### src/rtl/mix_seq_ctrl_if.sv
// Control/status bundle for the mixing sequencer: run requests and durations in,
// valve/pump drives and run status out.
interface mix_seq_ctrl_if #(
    parameter int unsigned CNT_W = 16
);
    logic             start;
    logic             abort;
    logic [CNT_W-1:0] dur_s3;
    logic [CNT_W-1:0] dur_s2;
    logic [CNT_W-1:0] dur_s1;
    logic [CNT_W-1:0] dur_mix;
    logic [CNT_W-1:0] dur_flush;

    logic             valve_s1;
    logic             valve_s2;
    logic             valve_s3;
    logic             valve_out;
    logic             pump_en;
    logic             busy;
    logic             done;
    logic             aborted;
    logic [2:0]       phase;

    // Requester side: issues runs, observes actuators and status.
    modport master (
        output start, abort, dur_s3, dur_s2, dur_s1, dur_mix, dur_flush,
        input  valve_s1, valve_s2, valve_s3, valve_out, pump_en, busy, done, aborted, phase
    );

    // Sequencer side.
    modport slave (
        input  start, abort, dur_s3, dur_s2, dur_s1, dur_mix, dur_flush,
        output valve_s1, valve_s2, valve_s3, valve_out, pump_en, busy, done, aborted, phase
    );
endinterface

### src/rtl/mix_seq_ctrl.sv
// Mixing sequencer: fills soln3, soln2, soln1 in turn, settles, flushes, then pulses
// done (or aborted). Every phase is timed by one shared down-counter.
module mix_seq_ctrl #(
    parameter int unsigned CNT_W = 16
) (
    input  logic         clk,
    input  logic         rst_n,
    mix_seq_ctrl_if.slave bus
);

    typedef enum logic [2:0] {
        StIdle    = 3'd0,
        StLoad3   = 3'd1,
        StLoad2   = 3'd2,
        StLoad1   = 3'd3,
        StMix     = 3'd4,
        StFlush   = 3'd5,
        StFin     = 3'd6,
        StInvalid = 3'd7
    } state_e;

    state_e           state_q, state_d;
    logic [CNT_W-1:0] cnt_q, cnt_d;
    logic             abort_q, abort_d;
    logic [CNT_W-1:0] dur_s2_q, dur_s2_d;
    logic [CNT_W-1:0] dur_s1_q, dur_s1_d;
    logic [CNT_W-1:0] dur_mix_q, dur_mix_d;
    logic [CNT_W-1:0] dur_flush_q, dur_flush_d;
    logic             cnt_last;

    // A phase of D cycles starts at D-1; zero is stretched to a single cycle.
    function automatic logic [CNT_W-1:0] load_val(input logic [CNT_W-1:0] dur);
        return (dur == '0) ? '0 : dur - CNT_W'(1);
    endfunction

    assign cnt_last = (cnt_q == '0);

    always_ff @(posedge clk or negedge rst_n) begin
        if (!rst_n) begin
            state_q     <= StIdle;
            cnt_q       <= '0;
            abort_q     <= 1'b0;
            dur_s2_q    <= '0;
            dur_s1_q    <= '0;
            dur_mix_q   <= '0;
            dur_flush_q <= '0;
        end else begin
            state_q     <= state_d;
            cnt_q       <= cnt_d;
            abort_q     <= abort_d;
            dur_s2_q    <= dur_s2_d;
            dur_s1_q    <= dur_s1_d;
            dur_mix_q   <= dur_mix_d;
            dur_flush_q <= dur_flush_d;
        end
    end

    always_comb begin
        state_d     = state_q;
        cnt_d       = cnt_q;
        abort_d     = abort_q;
        dur_s2_d    = dur_s2_q;
        dur_s1_d    = dur_s1_q;
        dur_mix_d   = dur_mix_q;
        dur_flush_d = dur_flush_q;

        case (state_q)
            StIdle: begin
                // start beats a simultaneous abort; abort is not looked at here.
                if (bus.start) begin
                    state_d     = StLoad3;
                    cnt_d       = load_val(bus.dur_s3);
                    abort_d     = 1'b0;
                    dur_s2_d    = bus.dur_s2;
                    dur_s1_d    = bus.dur_s1;
                    dur_mix_d   = bus.dur_mix;
                    dur_flush_d = bus.dur_flush;
                end
            end
            StLoad3, StLoad2, StLoad1, StMix: begin
                if (bus.abort) begin
                    state_d = StFlush;
                    cnt_d   = load_val(dur_flush_q);
                    abort_d = 1'b1;
                end else if (!cnt_last) begin
                    cnt_d = cnt_q - CNT_W'(1);
                end else begin
                    unique case (state_q)
                        StLoad3: begin
                            state_d = StLoad2;
                            cnt_d   = load_val(dur_s2_q);
                        end
                        StLoad2: begin
                            state_d = StLoad1;
                            cnt_d   = load_val(dur_s1_q);
                        end
                        StLoad1: begin
                            state_d = StMix;
                            cnt_d   = load_val(dur_mix_q);
                        end
                        default: begin
                            state_d = StFlush;
                            cnt_d   = load_val(dur_flush_q);
                        end
                    endcase
                end
            end
            StFlush: begin
                if (!cnt_last) begin
                    cnt_d = cnt_q - CNT_W'(1);
                end else begin
                    state_d = StFin;
                end
            end
            StFin: begin
                state_d = StIdle;
                abort_d = 1'b0;
            end
            default: begin
                state_d = StIdle;
                cnt_d   = '0;
                abort_d = 1'b0;
            end
        endcase
    end

    always_comb begin
        bus.valve_s1  = 1'b0;
        bus.valve_s2  = 1'b0;
        bus.valve_s3  = 1'b0;
        bus.valve_out = 1'b0;
        bus.pump_en   = 1'b0;
        bus.done      = 1'b0;
        bus.aborted   = 1'b0;
        bus.busy      = (state_q != StIdle);
        bus.phase     = state_q;

        unique case (state_q)
            StLoad3: begin
                bus.valve_s3 = 1'b1;
                bus.pump_en  = 1'b1;
            end
            StLoad2: begin
                bus.valve_s2 = 1'b1;
                bus.pump_en  = 1'b1;
            end
            StLoad1: begin
                bus.valve_s1 = 1'b1;
                bus.pump_en  = 1'b1;
            end
            StFlush: begin
                bus.valve_out = 1'b1;
                bus.pump_en   = 1'b1;
            end
            StFin: begin
                bus.done    = !abort_q;
                bus.aborted = abort_q;
            end
            default: ;
        endcase
    end

    a_inlet_excl: assert property (@(posedge clk) disable iff (!rst_n)
        $countones({bus.valve_s1, bus.valve_s2, bus.valve_s3}) <= 1);

    a_busy_phase: assert property (@(posedge clk) disable iff (!rst_n)
        bus.busy == (bus.phase != 3'd0));

    // Within a phase the counter only ever moves down.
    a_no_wrap: assert property (@(posedge clk) disable iff (!rst_n)
        (state_d == state_q) |-> (cnt_d <= cnt_q));

endmodule

### src/flat_wrapper.sv
// flat-port wrapper written by rule: the top's interface ports become plain ports
module mix_seq_ctrl_flat 
#(
    parameter int unsigned CNT_W = 16
)
  (clk, rst_n, bus_start, bus_abort, bus_dur_s3, bus_dur_s2, bus_dur_s1, bus_dur_mix, bus_dur_flush, bus_valve_s1, bus_valve_s2, bus_valve_s3, bus_valve_out, bus_pump_en, bus_busy, bus_done, bus_aborted, bus_phase);
  mix_seq_ctrl_if #(.CNT_W(CNT_W)) bus_i ();
  input  logic clk;
  input  logic rst_n;
  input wire logic [$bits(bus_i.start)-1:0] bus_start;
  input wire logic [$bits(bus_i.abort)-1:0] bus_abort;
  input wire logic [$bits(bus_i.dur_s3)-1:0] bus_dur_s3;
  input wire logic [$bits(bus_i.dur_s2)-1:0] bus_dur_s2;
  input wire logic [$bits(bus_i.dur_s1)-1:0] bus_dur_s1;
  input wire logic [$bits(bus_i.dur_mix)-1:0] bus_dur_mix;
  input wire logic [$bits(bus_i.dur_flush)-1:0] bus_dur_flush;
  output wire logic [$bits(bus_i.valve_s1)-1:0] bus_valve_s1;
  output wire logic [$bits(bus_i.valve_s2)-1:0] bus_valve_s2;
  output wire logic [$bits(bus_i.valve_s3)-1:0] bus_valve_s3;
  output wire logic [$bits(bus_i.valve_out)-1:0] bus_valve_out;
  output wire logic [$bits(bus_i.pump_en)-1:0] bus_pump_en;
  output wire logic [$bits(bus_i.busy)-1:0] bus_busy;
  output wire logic [$bits(bus_i.done)-1:0] bus_done;
  output wire logic [$bits(bus_i.aborted)-1:0] bus_aborted;
  output wire logic [$bits(bus_i.phase)-1:0] bus_phase;
  assign bus_i.start = bus_start;
  assign bus_i.abort = bus_abort;
  assign bus_i.dur_s3 = bus_dur_s3;
  assign bus_i.dur_s2 = bus_dur_s2;
  assign bus_i.dur_s1 = bus_dur_s1;
  assign bus_i.dur_mix = bus_dur_mix;
  assign bus_i.dur_flush = bus_dur_flush;
  assign bus_valve_s1 = bus_i.valve_s1;
  assign bus_valve_s2 = bus_i.valve_s2;
  assign bus_valve_s3 = bus_i.valve_s3;
  assign bus_valve_out = bus_i.valve_out;
  assign bus_pump_en = bus_i.pump_en;
  assign bus_busy = bus_i.busy;
  assign bus_done = bus_i.done;
  assign bus_aborted = bus_i.aborted;
  assign bus_phase = bus_i.phase;
  mix_seq_ctrl #(.CNT_W(CNT_W)) u_core (.clk(clk), .rst_n(rst_n), .bus(bus_i));
endmodule
### config.mk
export PLATFORM = sky130hd
export DESIGN_NAME = mix_seq_ctrl_flat
export DESIGN_NICKNAME = d
export VERILOG_FILES = /design/src/rtl/mix_seq_ctrl_if.sv /design/src/rtl/mix_seq_ctrl.sv /design/src/flat_wrapper.sv
export SDC_FILE = /design/constraint.sdc
export NUM_CORES = 1
export LEC_CHECK = 0
export ABC_AREA = 1
export CORE_ASPECT_RATIO = 0.6
export CORE_MARGIN = 2
export CORE_UTILIZATION = 40
export CTS_BUF_LIST = sky130_fd_sc_hd__clkbuf_2 sky130_fd_sc_hd__clkbuf_4 sky130_fd_sc_hd__clkbuf_8
export DETAILED_ROUTE_END_ITERATION = 8
export SLEW_MARGIN = 20
export SYNTH_ARGS = -nofsm -noshare
export SYNTH_HDL_FRONTEND = slang
export SYNTH_SLANG_ARGS = --single-unit
### constraint.sdc
create_clock -name clk -period 5 [get_ports clk]
set_clock_uncertainty 0.05 [all_clocks]
set_input_delay 1 -clock clk [delete_from_list [all_inputs] [get_ports clk]]
set_output_delay 1 -clock clk [all_outputs]
set_load 0.05 [all_outputs]
Yosys cells after proc, flatten, opt, wreduce, memory -nomap -nowiden

Index checks and enable logic that the tools add are counted.

ROM bits: 0
Latch bits: 0
Flip-flop bits (word level): 84
Logic and storage cells: 68
Output and inout bits: 11
Memory bits (writable): 0
Input bits: 84
Memories: 0

Shift operators: 0
Magnitude comparators: 0
$mul: 0
Reduce and logical (&&, ||, !) cells: 15
Equal/unequal tests: 11
Add/sub/neg operators: 6
Div/mod/pow operators: 0
Mux-type cells: 27
Bitwise gates (word level): 2

Operators with widths:

| kind                    | number |
|---|---|
| $mux W16                | 9 |
| $logic_not A16 Y1       | 6 |
| $sub A16 B1 Y16 const B | 6 |
| $pmux W16 S4            | 1 |
| $pmux W16 S3            | 1 |
| $pmux W3 S3             | 2 |
| $mux W3                 | 4 |
| $eq A3 B3 Y1 const B    | 3 |
| $mux W1                 | 9 |
| $reduce_and A3 Y1       | 3 |
| $reduce_or A4 Y1        | 2 |
| $eq A3 B2 Y1 const B    | 2 |
| $ne A2 B2 Y1 const B    | 3 |
| $eq A3 B1 Y1 const B    | 1 |
| $logic_not A3 Y1        | 1 |
| $ne A3 B2 Y1 const B    | 1 |
| $pmux W1 S3             | 1 |
| $reduce_bool A3 Y1      | 1 |
| $ne A2 B1 Y1 const B    | 1 |
| $not A1 Y1              | 2 |
| $reduce_and A2 Y1       | 1 |
| $logic_not A1 Y1        | 1 |

Depth between registers and ports, before layout

Gate-level depths: netlist (run 1).

Depth after elaboration: 6
Depth in mapped cells: 16
Mapped depth without buffers: 16

Least setup slack after synthesis (run 1)

No wires, ideal clock.

Path type: register to output
From: register u_core.state_q[2], in the netlist u_core.bus.phase[2]
To: output bus_aborted
Cell stages (with the launch flop): 5
Required time: 3950 ps
Path buffers: 0
Data arrival time: 1840 ps
Setup slack: 2110 ps
Cells stage by stage: dfrtp_1 > nand2_1 > nor2_1 > inv_1 > nor2_1

Cells in the longest elaborated chain, start to end: 2

Ends and longest elaborated chain:

| element                | line                | source |
|---|---|---|
| from (decl)            | mix_seq_ctrl.sv:22  | `state_e state_q, state_d;` |
| from (signal assigned) | mix_seq_ctrl.sv:40  | `state_q <= StIdle;` |
| from (signal assigned) | mix_seq_ctrl.sv:48  | `state_q <= state_d;` |
| $eq A3 B3 Y1           | mix_seq_ctrl.sv:138 | `unique case (state_q)` |
| $mux W1                | mix_seq_ctrl.sv:138 |  |
| to (decl)              | flat_wrapper.sv:24  | `output wire logic [$bits(bus_i.aborted)-1:0] bus_aborted;` |

Every way passes these cells.

Worst setup path after layout (run 1)

From: register u_core.state_q[2], in the netlist u_core.bus.phase[2]
To: output bus_valve_out

Cells in the longest elaborated chain, start to end: 2

Ends and longest elaborated chain:

| element      | line                | source |
|---|---|---|
| $eq A3 B3 Y1 | mix_seq_ctrl.sv:138 |  |
| $mux W1      | mix_seq_ctrl.sv:138 |  |
| to (decl)    | flat_wrapper.sv:20  | `output wire logic [$bits(bus_i.valve_out)-1:0] bus_valve_out;` |

Every way passes these cells.

==> impl_metrics.tcl, run 1 <==
set metrics [dict create \
    post_drt_wl_per_cell_um 15.4 \
    rows 36 \
    startpoint_type "flop" \
    fp.dieH_um 105 \
    p_sw_mw 2.30 \
    clock_sinks 84 \
    fp.dieArea_um2 18000 \
    critPathMaxFanout 14 \
    setup_tns_ps 0 \
    worstSetupPathType "reg -> out" \
    drv_cap 0 \
    synth_cell_type_count 37 \
    hold_buffers 0 \
    end_kind "primary output" \
    first_iter_violations 678 \
    io_buffers 94 \
    drc 0 \
    ys_seq_area_frac 0.311 \
    power_frac_clock 0.121 \
    cellLeakagePower_nw 3.79 \
    syn_area_um2 6750 \
    slew_headroom 0.251 \
    drive_gt1_frac 0.0612 \
    pwr-share-seq 0.313 \
    cts_buffer_depth 2 \
    cts_setup_buffers 0 \
    async_flop_share 1.00 \
    netSwitchingFraction 0.528 \
    grt_pass1_wl_um 33800 \
    pwr-share-comb 0.566 \
    clkSlewWorstSetupHoldPaths_ps 90 \
    hp-class "reg -> reg" \
    cts_made_buffers 9 \
    vias_per_cell 5.06 \
    drv_slew 0 \
    post_dp_cell_area_um2 7890 \
    layout.nets 1249 \
    finalCritPeriodShare 0.689 \
    areaGrowthSynthToFinish_pct 19.8 \
    drtAntennaViolNets 0 \
    final-setup-viol-count 0 \
    grt_usage 0.243 \
    grt_pass1_vias 6204 \
    gp_congestion 0.933 \
    synth_ff_type "dfrtp_1" \
    crit_required_ps 3950 \
    cts_tree "built" \
    hold_violations 0 \
    synth_nets 1165 \
    outcome "completed" \
    design_area_um2 8090 \
    tightest_slew_ps 1120 \
    finalNonFillerCells 1388 \
    start_util 0.413 \
    core_um2 16400 \
    hpwlAfterDp_um 16900 \
    synth_warnings 0 \
    internal-power_mw 2.06 \
    synth_edf_count 0 \
    vias 7024 \
    antennaDiodeCount 0 \
    hold_slack_ps 448 \
    vdd_drop_max_uv 186 \
    fin_crit_ps 3440 \
    crit_arrival_ps 2390 \
    ctsResizeCount 0 \
    dieWidth_um 172 \
    dp.cells 1372 \
    fmax_mhz 290 \
    drtPass1Iterations 6 \
    synth.avg_cell_area_um2 6.30 \
    insertion_delay_ps 370 \
    powerDensity_nw_per_um2 539 \
    grt_max_degree 90 \
    ios 95 \
    drt_wl_total_um 21400 \
    rsz0062_at_grt "no" \
    h-tree-depth 3 \
    nFillCells 1752 \
    ys_seq_elements 84 \
    grt_overflow 0 \
    cts.root.buffer_cell "clkbuf_8" \
    antenna_found_initial 0 \
    syn_inst 1071 \
]
-- state kept, by name (all words and copies together) (netlist names) --
| name | flops |
|---|---|
| u_core.bus.phase | 3 |
| u_core.abort_q | 1 |
| u_core.dur_s1_q | 16 |
| u_core.cnt_q | 16 |
| u_core.dur_flush_q | 16 |
| u_core.dur_s2_q | 16 |
| u_core.dur_mix_q | 16 |
-- cell type report --
type                       instances  area [um^2]  share of cell area
clock buffer                      11          139              0.0172
clock inverter                     5         61.3             0.00758
inverter                         139          522              0.0645
multi-input combinational        822         4000               0.495
sequential                        84         2100               0.260
tap                              228          285              0.0353
timing repair buffer              99          976               0.121
-- power by group through the flow --
stage	clock network, mW	logic (mW)	registers (mW)
2_1_floorplan	0	1.74	1.30
3_3_place_gp	0	2.41	1.37
3_5_place_dp	0	2.43	1.37
4_1_cts	0.537	2.43	1.36
5_1_grt	0.564	2.77	1.41
6_report	0.526	2.47	1.37
-- cells in the mapped netlist, types with 2 or more instances --
cell type    n  share of area
nand2_1    284           0.16
nor2_1     191           0.11
inv_1      128          0.071
a21oi_1     99          0.073
dfrtp_1     84           0.31
nand3_1     77          0.057
xor2_1      45          0.058
o21ai_0     28          0.021
nand4_1     23          0.021
nor2_2      14          0.013
buf_2       13         0.0096
inv_2       11         0.0061
ha_1        10          0.019
nor3_1      10         0.0074
clkbuf_1     9         0.0050
mux2_2       8          0.013
nor2_4       4         0.0067
mux2_1       3         0.0050
o21ai_1      3         0.0022
o21ai_2      3         0.0039
xnor2_1      3         0.0039
buf_4        2         0.0022
nand2_2      2         0.0019
nor3_2       2         0.0030
o2111ai_1    2         0.0026
o21a_1       2         0.0022
-- layer usage --
layer  vias to the layer above  share of wire  global-route usage
li1                       3554              -                   -
met1                      3186           0.55               0.417
met2                       272           0.35               0.289
met3                        12          0.098              0.0659
met4                         0         0.0057              0.0345
met5                         -              0                   0
-- critical path: stages, from the launching register on --
cell             delay [ps]
dfrtp_1                 600
inv_2                   140
nor2_4                  400
clkdlybuf4s50_1         890
-- layout by cell type, fill, tap and decap left out, drive strengths merged, types with 23 or more instances in the layout --
cell           Yosys  layout
dfrtp             84      84
nor2             209     209
nand2            286     286
o21ai             34      34
nand3             78      78
nand4             23      23
inv              139     140
a21oi            100     100
clkdlybuf4s50      0      93
xor2              45      45
-- worst paths after layout --
kind,end,slack [ps],start,cells after the start
max,bus_valve_out,1560,u_core.bus.phase[2]$_DFFE_PN0P_,3
min,u_core.cnt_q[0]$_DFFE_PN0P_,450,u_core.cnt_q[0]$_DFFE_PN0P_,2
max reg2reg,u_core.dur_flush_q[6]$_DFFE_PN0P_,2390,u_core.bus.phase[0]$_DFFE_PN0P_,6
min reg2reg,u_core.cnt_q[0]$_DFFE_PN0P_,450,u_core.cnt_q[0]$_DFFE_PN0P_,2
max in group asynchronous,u_core.dur_s2_q[1]$_DFFE_PN0P_,3330,rst_n,2
min in group asynchronous,u_core.dur_mix_q[0]$_DFFE_PN0P_,570,rst_n,1
-- through the flow --
stage | util | setup WS [ps] | power (mW)
2_1_floorplan | - | 2110 | 3.04
3_3_place_gp | 0.482 | 1770 | 3.78
3_5_place_dp | 0.482 | 1780 | 3.79
4_1_cts | 0.495 | 1560 | 4.33
5_1_grt | 0.495 | 1410 | 4.75
6_report | 0.495 | 1560 | 4.36
-- logic make-up (layout without fill, tap and decap cells) --
family	Yosys count	after routing	share of synthesized area
xor gates and xnor gates	48	48	0.0623
buffers and inverters	165	254	0.0964
AOI/OAI and AO/OA	140	140	0.112
muxes	11	11	0.0183
adders and majority gates	10	10	0.0185
DFF	84	84	0.311
and+or+nand+nor	613	613	0.381
Note: power is estimated with default switching activity, not from simulation.
==> inputs of run 2 (changes only) <==
Clock period 5 ns to 3.4 ns, I/O delays scaled along.
==> impl_metrics.tcl, run 2 (synthesized netlist as in run 1, its figures left out) <==
set metrics [dict create \
    outcome "completed" \
    fin_ws_ps 295 \
    grt_pass1_vias 6078 \
    fp.dieH_um 105 \
    ctsResizeCount 0 \
    critical-path-max-stage-delay_ps 800 \
    h-tree-depth 3 \
    fin_crit_ps 3100 \
    vias 7003 \
    vdd_drop_max_uv 294 \
    antennaDiodeCount 0 \
    drc 0 \
    layout.nets 1254 \
    powerDensity_nw_per_um2 793 \
    slew_headroom 0.467 \
    final_common_cell "nand2_1" \
    post_drt_wl_per_cell_um 15.3 \
    drt_wl_total_um 21400 \
    io_buffers 94 \
    setup_tns_ps 0 \
    pwr-share-comb 0.566 \
    hold_buffers 0 \
    critPathMaxFanout 8 \
    drv_cap 0 \
    cellLeakagePower_nw 3.82 \
    gp_congestion 0.983 \
    cts_tree "built" \
    drv_slew 0 \
    drtPass1Iterations 6 \
    grt_max_degree 79 \
    crit_required_ps 2670 \
    p_sw_mw 3.39 \
    clock_sinks 84 \
    clkSlewWorstSetupHoldPaths_ps 100 \
    rsz0062_at_grt "no" \
    areaGrowthSynthToFinish_pct 20.6 \
    startpoint_type "flop" \
    fmax_mhz 322 \
    final-setup-viol-count 0 \
    antenna_found_initial 0 \
    cts_made_buffers 9 \
    cts_buffer_depth 2 \
    pwr-share-seq 0.311 \
    crit_arrival_ps 2370 \
    dieWidth_um 172 \
    hpwlAfterDp_um 16900 \
    core_um2 16400 \
    tightest_slew_ps 799 \
    vias_per_cell 5.03 \
    cts.root.buffer_cell "clkbuf_8" \
    drive_gt1_frac 0.0652 \
    ios 95 \
    hold_slack_ps 286 \
    place_ws_ps 633 \
    worstSetupPathType "reg -> out" \
    cts_setup_buffers 0 \
    end_kind "primary output" \
    hold_violations 0 \
    grt_overflow 0 \
    crit_chain "nand2_1, nor2_1, inv_1, nor2_1, clkdlybuf4s50_1" \
    drtAntennaViolNets 0 \
    netSwitchingFraction 0.525 \
    first_iter_violations 742 \
    internal-power_mw 3.07 \
    rows 36 \
    crit_top_cell "nor2_1" \
    grt_pass1_wl_um 33600 \
    fp.dieArea_um2 18000 \
    hp-class "in -> async" \
    power_frac_clock 0.123 \
    final_cell_mix "nand2_1, nor2_1, inv_1" \
    finalCritPeriodShare 0.913 \
    start_util 0.413 \
    slowest_stage "clkdlybuf4s50_1" \
    grt_usage 0.241 \
    insertion_delay_ps 370 \
]
==> run 2: worst paths after layout <==
check / to / slack, ps / start / cells past startpoint
hold / removal: u_core.dur_mix_q[15]$_DFFE_PN0P_ / 290 / rst_n / 1
setup reg to reg: u_core.dur_s2_q[3]$_DFFE_PN0P_ / 970 / u_core.bus.phase[0]$_DFFE_PN0P_ / 7
hold reg to reg: u_core.cnt_q[0]$_DFFE_PN0P_ / 450 / u_core.cnt_q[0]$_DFFE_PN0P_ / 2
min in group clk: u_core.cnt_q[0]$_DFFE_PN0P_ / 450 / u_core.cnt_q[0]$_DFFE_PN0P_ / 2
max in group asynchronous: u_core.cnt_q[8]$_DFFE_PN0P_ / 2360 / rst_n / 2
setup / recovery: bus_aborted / 300 / u_core.bus.phase[2]$_DFFE_PN0P_ / 5
==> run 2: metal layers <==
metal	wire length, um	part of all wire	up-vias	global-route usage
met3	2070	0.097	12	0.0602
met5	0	0	-	0
met2	7190	0.34	284	0.275
li1	-	-	3569	-
met4	161	0.0075	0	0.0369
met1	11900	0.56	3138	0.427
==> run 2: worst max-delay path: cells and delay by family, from the launching register on <==
family,cells,cell delay (ps)
buffers and inverters,2,900
AND/OR/NAND/NOR,3,500
flip-flops,1,600
==> run 2: power by group through the flow <==
stage               logic [mW]  clock network [mW]  registers, mW
global placement          3.59                   0           2.01
CTS                       3.61               0.802           1.99
floorplan                 2.55                   0           1.91
global route              4.11               0.842           2.06
finish                    3.66               0.792           2.01
detailed placement        3.59                   0           2.00
==> run 2: final cells by class <==
cell class | instances | area, um^2
fillers | 1713 | 8210
multi-input cells | 822 | 4000
flip-flops and latches | 84 | 2100
clock inverters | 5 | 61.3
repair buffers | 104 | 1030
inverters | 139 | 522
clock buffers | 11 | 145
well taps | 228 | 285
==> run 2: per-stage QoR <==
step           power (mW)  area (um^2)  utilization  instances
3_5_place_dp         5.60         7940        0.486       1377
3_3_place_gp         5.60         7940        0.486       1377
5_1_grt              7.02         8150        0.498       1393
6_report             6.46         8150        0.498       1393
4_1_cts              6.40         8150        0.498       1393
2_1_floorplan        4.46         6750            -       1071
==> inputs of run 3 (changes only) <==
Settings changed: SLEW_MARGIN 20 to not set.
Clock period 3.4 ns to 3.8 ns, I/O delays scaled along.
==> impl_metrics.tcl, run 3 (synthesized netlist as in run 1, its figures left out) <==
set metrics [dict create \
    post_drt_wl_per_cell_um 15.4 \
    p_total_mw 5.87 \
    cts.root.buffer_cell "clkbuf_8" \
    critical-path-max-stage-delay_ps 890 \
    first_iter_violations 793 \
    fp.dieArea_um2 18000 \
    drv_cap 0 \
    cts_setup_buffers 0 \
    vias 7005 \
    hpwlAfterDp_um 17000 \
    fp.dieH_um 105 \
    ctsResizeCount 0 \
    fmax_mhz 309 \
    grt_max_degree 54 \
    drive_gt1_frac 0.0644 \
    final_cell_mix "nand2_1, nor2_1, inv_1" \
    drtAntennaViolNets 0 \
    dieWidth_um 172 \
    rows 36 \
    drtPass1Iterations 5 \
    hold_buffers 0 \
    crit_required_ps 2990 \
    areaGrowthSynthToFinish_pct 20.9 \
    post_dp_cell_area_um2 7930 \
    cp_top_family "buffers and inverters" \
    antenna_found_initial 0 \
    grt_pass1_wl_um 34000 \
    setup_tns_ps 0 \
    path_buf_inv 2 \
    ff2ff_path_depth 13 \
    rsz0062_at_grt "no" \
    h-tree-depth 3 \
    grt_overflow 0 \
    fin_util 0.499 \
    core_um2 16400 \
    hp-class "in -> async" \
    fin_crit_ps 3240 \
    hold_violations 0 \
    design_area_um2 8160 \
    cts_buffer_depth 2 \
    drt_wl_total_um 21500 \
    antennaDiodeCount 0 \
    vdd_drop_max_uv 244 \
    clock_sinks 84 \
    cts_made_buffers 9 \
    cellLeakagePower_nw 3.84 \
    grt_usage 0.246 \
    critPathMaxFanout 14 \
    cts_tree "built" \
    slowest_stage "clkdlybuf4s50_1" \
    drv_slew 0 \
    end_kind "primary output" \
    insertion_delay_ps 380 \
    crit_arrival_ps 2430 \
    finalCritPeriodShare 0.853 \
    ios 95 \
    final_common_cell "nand2_1" \
    final-setup-viol-count 0 \
    nFillCells 1726 \
    hold_slack_ps 359 \
    tightest_slew_ps 735 \
    crit_cells 3 \
    crit_chain "inv_2, nor2_4, clkdlybuf4s50_1" \
    powerDensity_nw_per_um2 719 \
    layout.nets 1253 \
    clkSlewWorstSetupHoldPaths_ps 100 \
    drc 0 \
    outcome "completed" \
    io_buffers 94 \
    startpoint_type "flop" \
    vias_per_cell 5.03 \
    gp_congestion 0.945 \
    start_util 0.413 \
    worstSetupPathType "reg -> out" \
    grt_pass1_vias 6112 \
    slew_headroom 0.510 \
]
[run 3: per-layer routing]
| layer | up-vias | wire, um | GRT usage |
|---|---|---|---|
| li1 | 3564 | - | - |
| met1 | 3154 | 11900 | 0.433 |
| met2 | 274 | 7340 | 0.294 |
| met3 | 13 | 2090 | 0.0485 |
| met4 | 0 | 117 | 0.0327 |
| met5 | - | 0 | 0 |
[run 3: worst reg2reg max path, stage by stage (launching register included)]
cell and delay [ps]:
dfrtp_1 390, inv_1 150, ha_1 250, nand4_1 110, nor2_1 100, nand4_1 530
inv_1 330, o21ai_0 140, inv_1 80, nand2_1 50, nand2_1 110, nand2_1 60
nand2_1 60, nand2_1 40
[run 3: layout make-up]
type                    instances  area (um^2)  area share
clock inverters                 7          106      0.0130
well taps                     228          285      0.0350
repair buffers                103         1020       0.125
inverters                     139          522      0.0639
clock buffers                   9          124      0.0152
multi-input cells             822         4000       0.491
flip-flops and latches         84         2100       0.258
[run 3: final timing paths]
check | from | end | slack [ps]
setup / recovery | u_core.bus.phase[2]$_DFFE_PN0P_ | bus_valve_out | 560
hold / removal | rst_n | u_core.dur_mix_q[2]$_DFFE_PN0P_ | 360
setup reg to reg | u_core.cnt_q[0]$_DFFE_PN0P_ | u_core.cnt_q[14]$_DFFE_PN0P_ | 1250
hold reg to reg | u_core.cnt_q[0]$_DFFE_PN0P_ | u_core.cnt_q[0]$_DFFE_PN0P_ | 450
max in group asynchronous | rst_n | u_core.dur_mix_q[12]$_DFFE_PN0P_ | 2600
min in group clk | u_core.cnt_q[0]$_DFFE_PN0P_ | u_core.cnt_q[0]$_DFFE_PN0P_ | 450
[run 3: through the flow]
step / cells / setup slack [ps]
after floorplan: 1071 / 1150
after global placement: 1376 / 964
after detailed placement: 1376 / 966
after CTS: 1392 / 572
after global routing: 1392 / 466
final: 1392 / 559
[run 3: where the power goes]
group / switching, mW / internal, mW / leakage, nW
Clock: 0.399 / 0.384 / 0.117
Combinational: 2.20 / 1.09 / 2.78
Sequential: 0.481 / 1.32 / 0.941
Total: 3.08 / 2.79 / 3.84
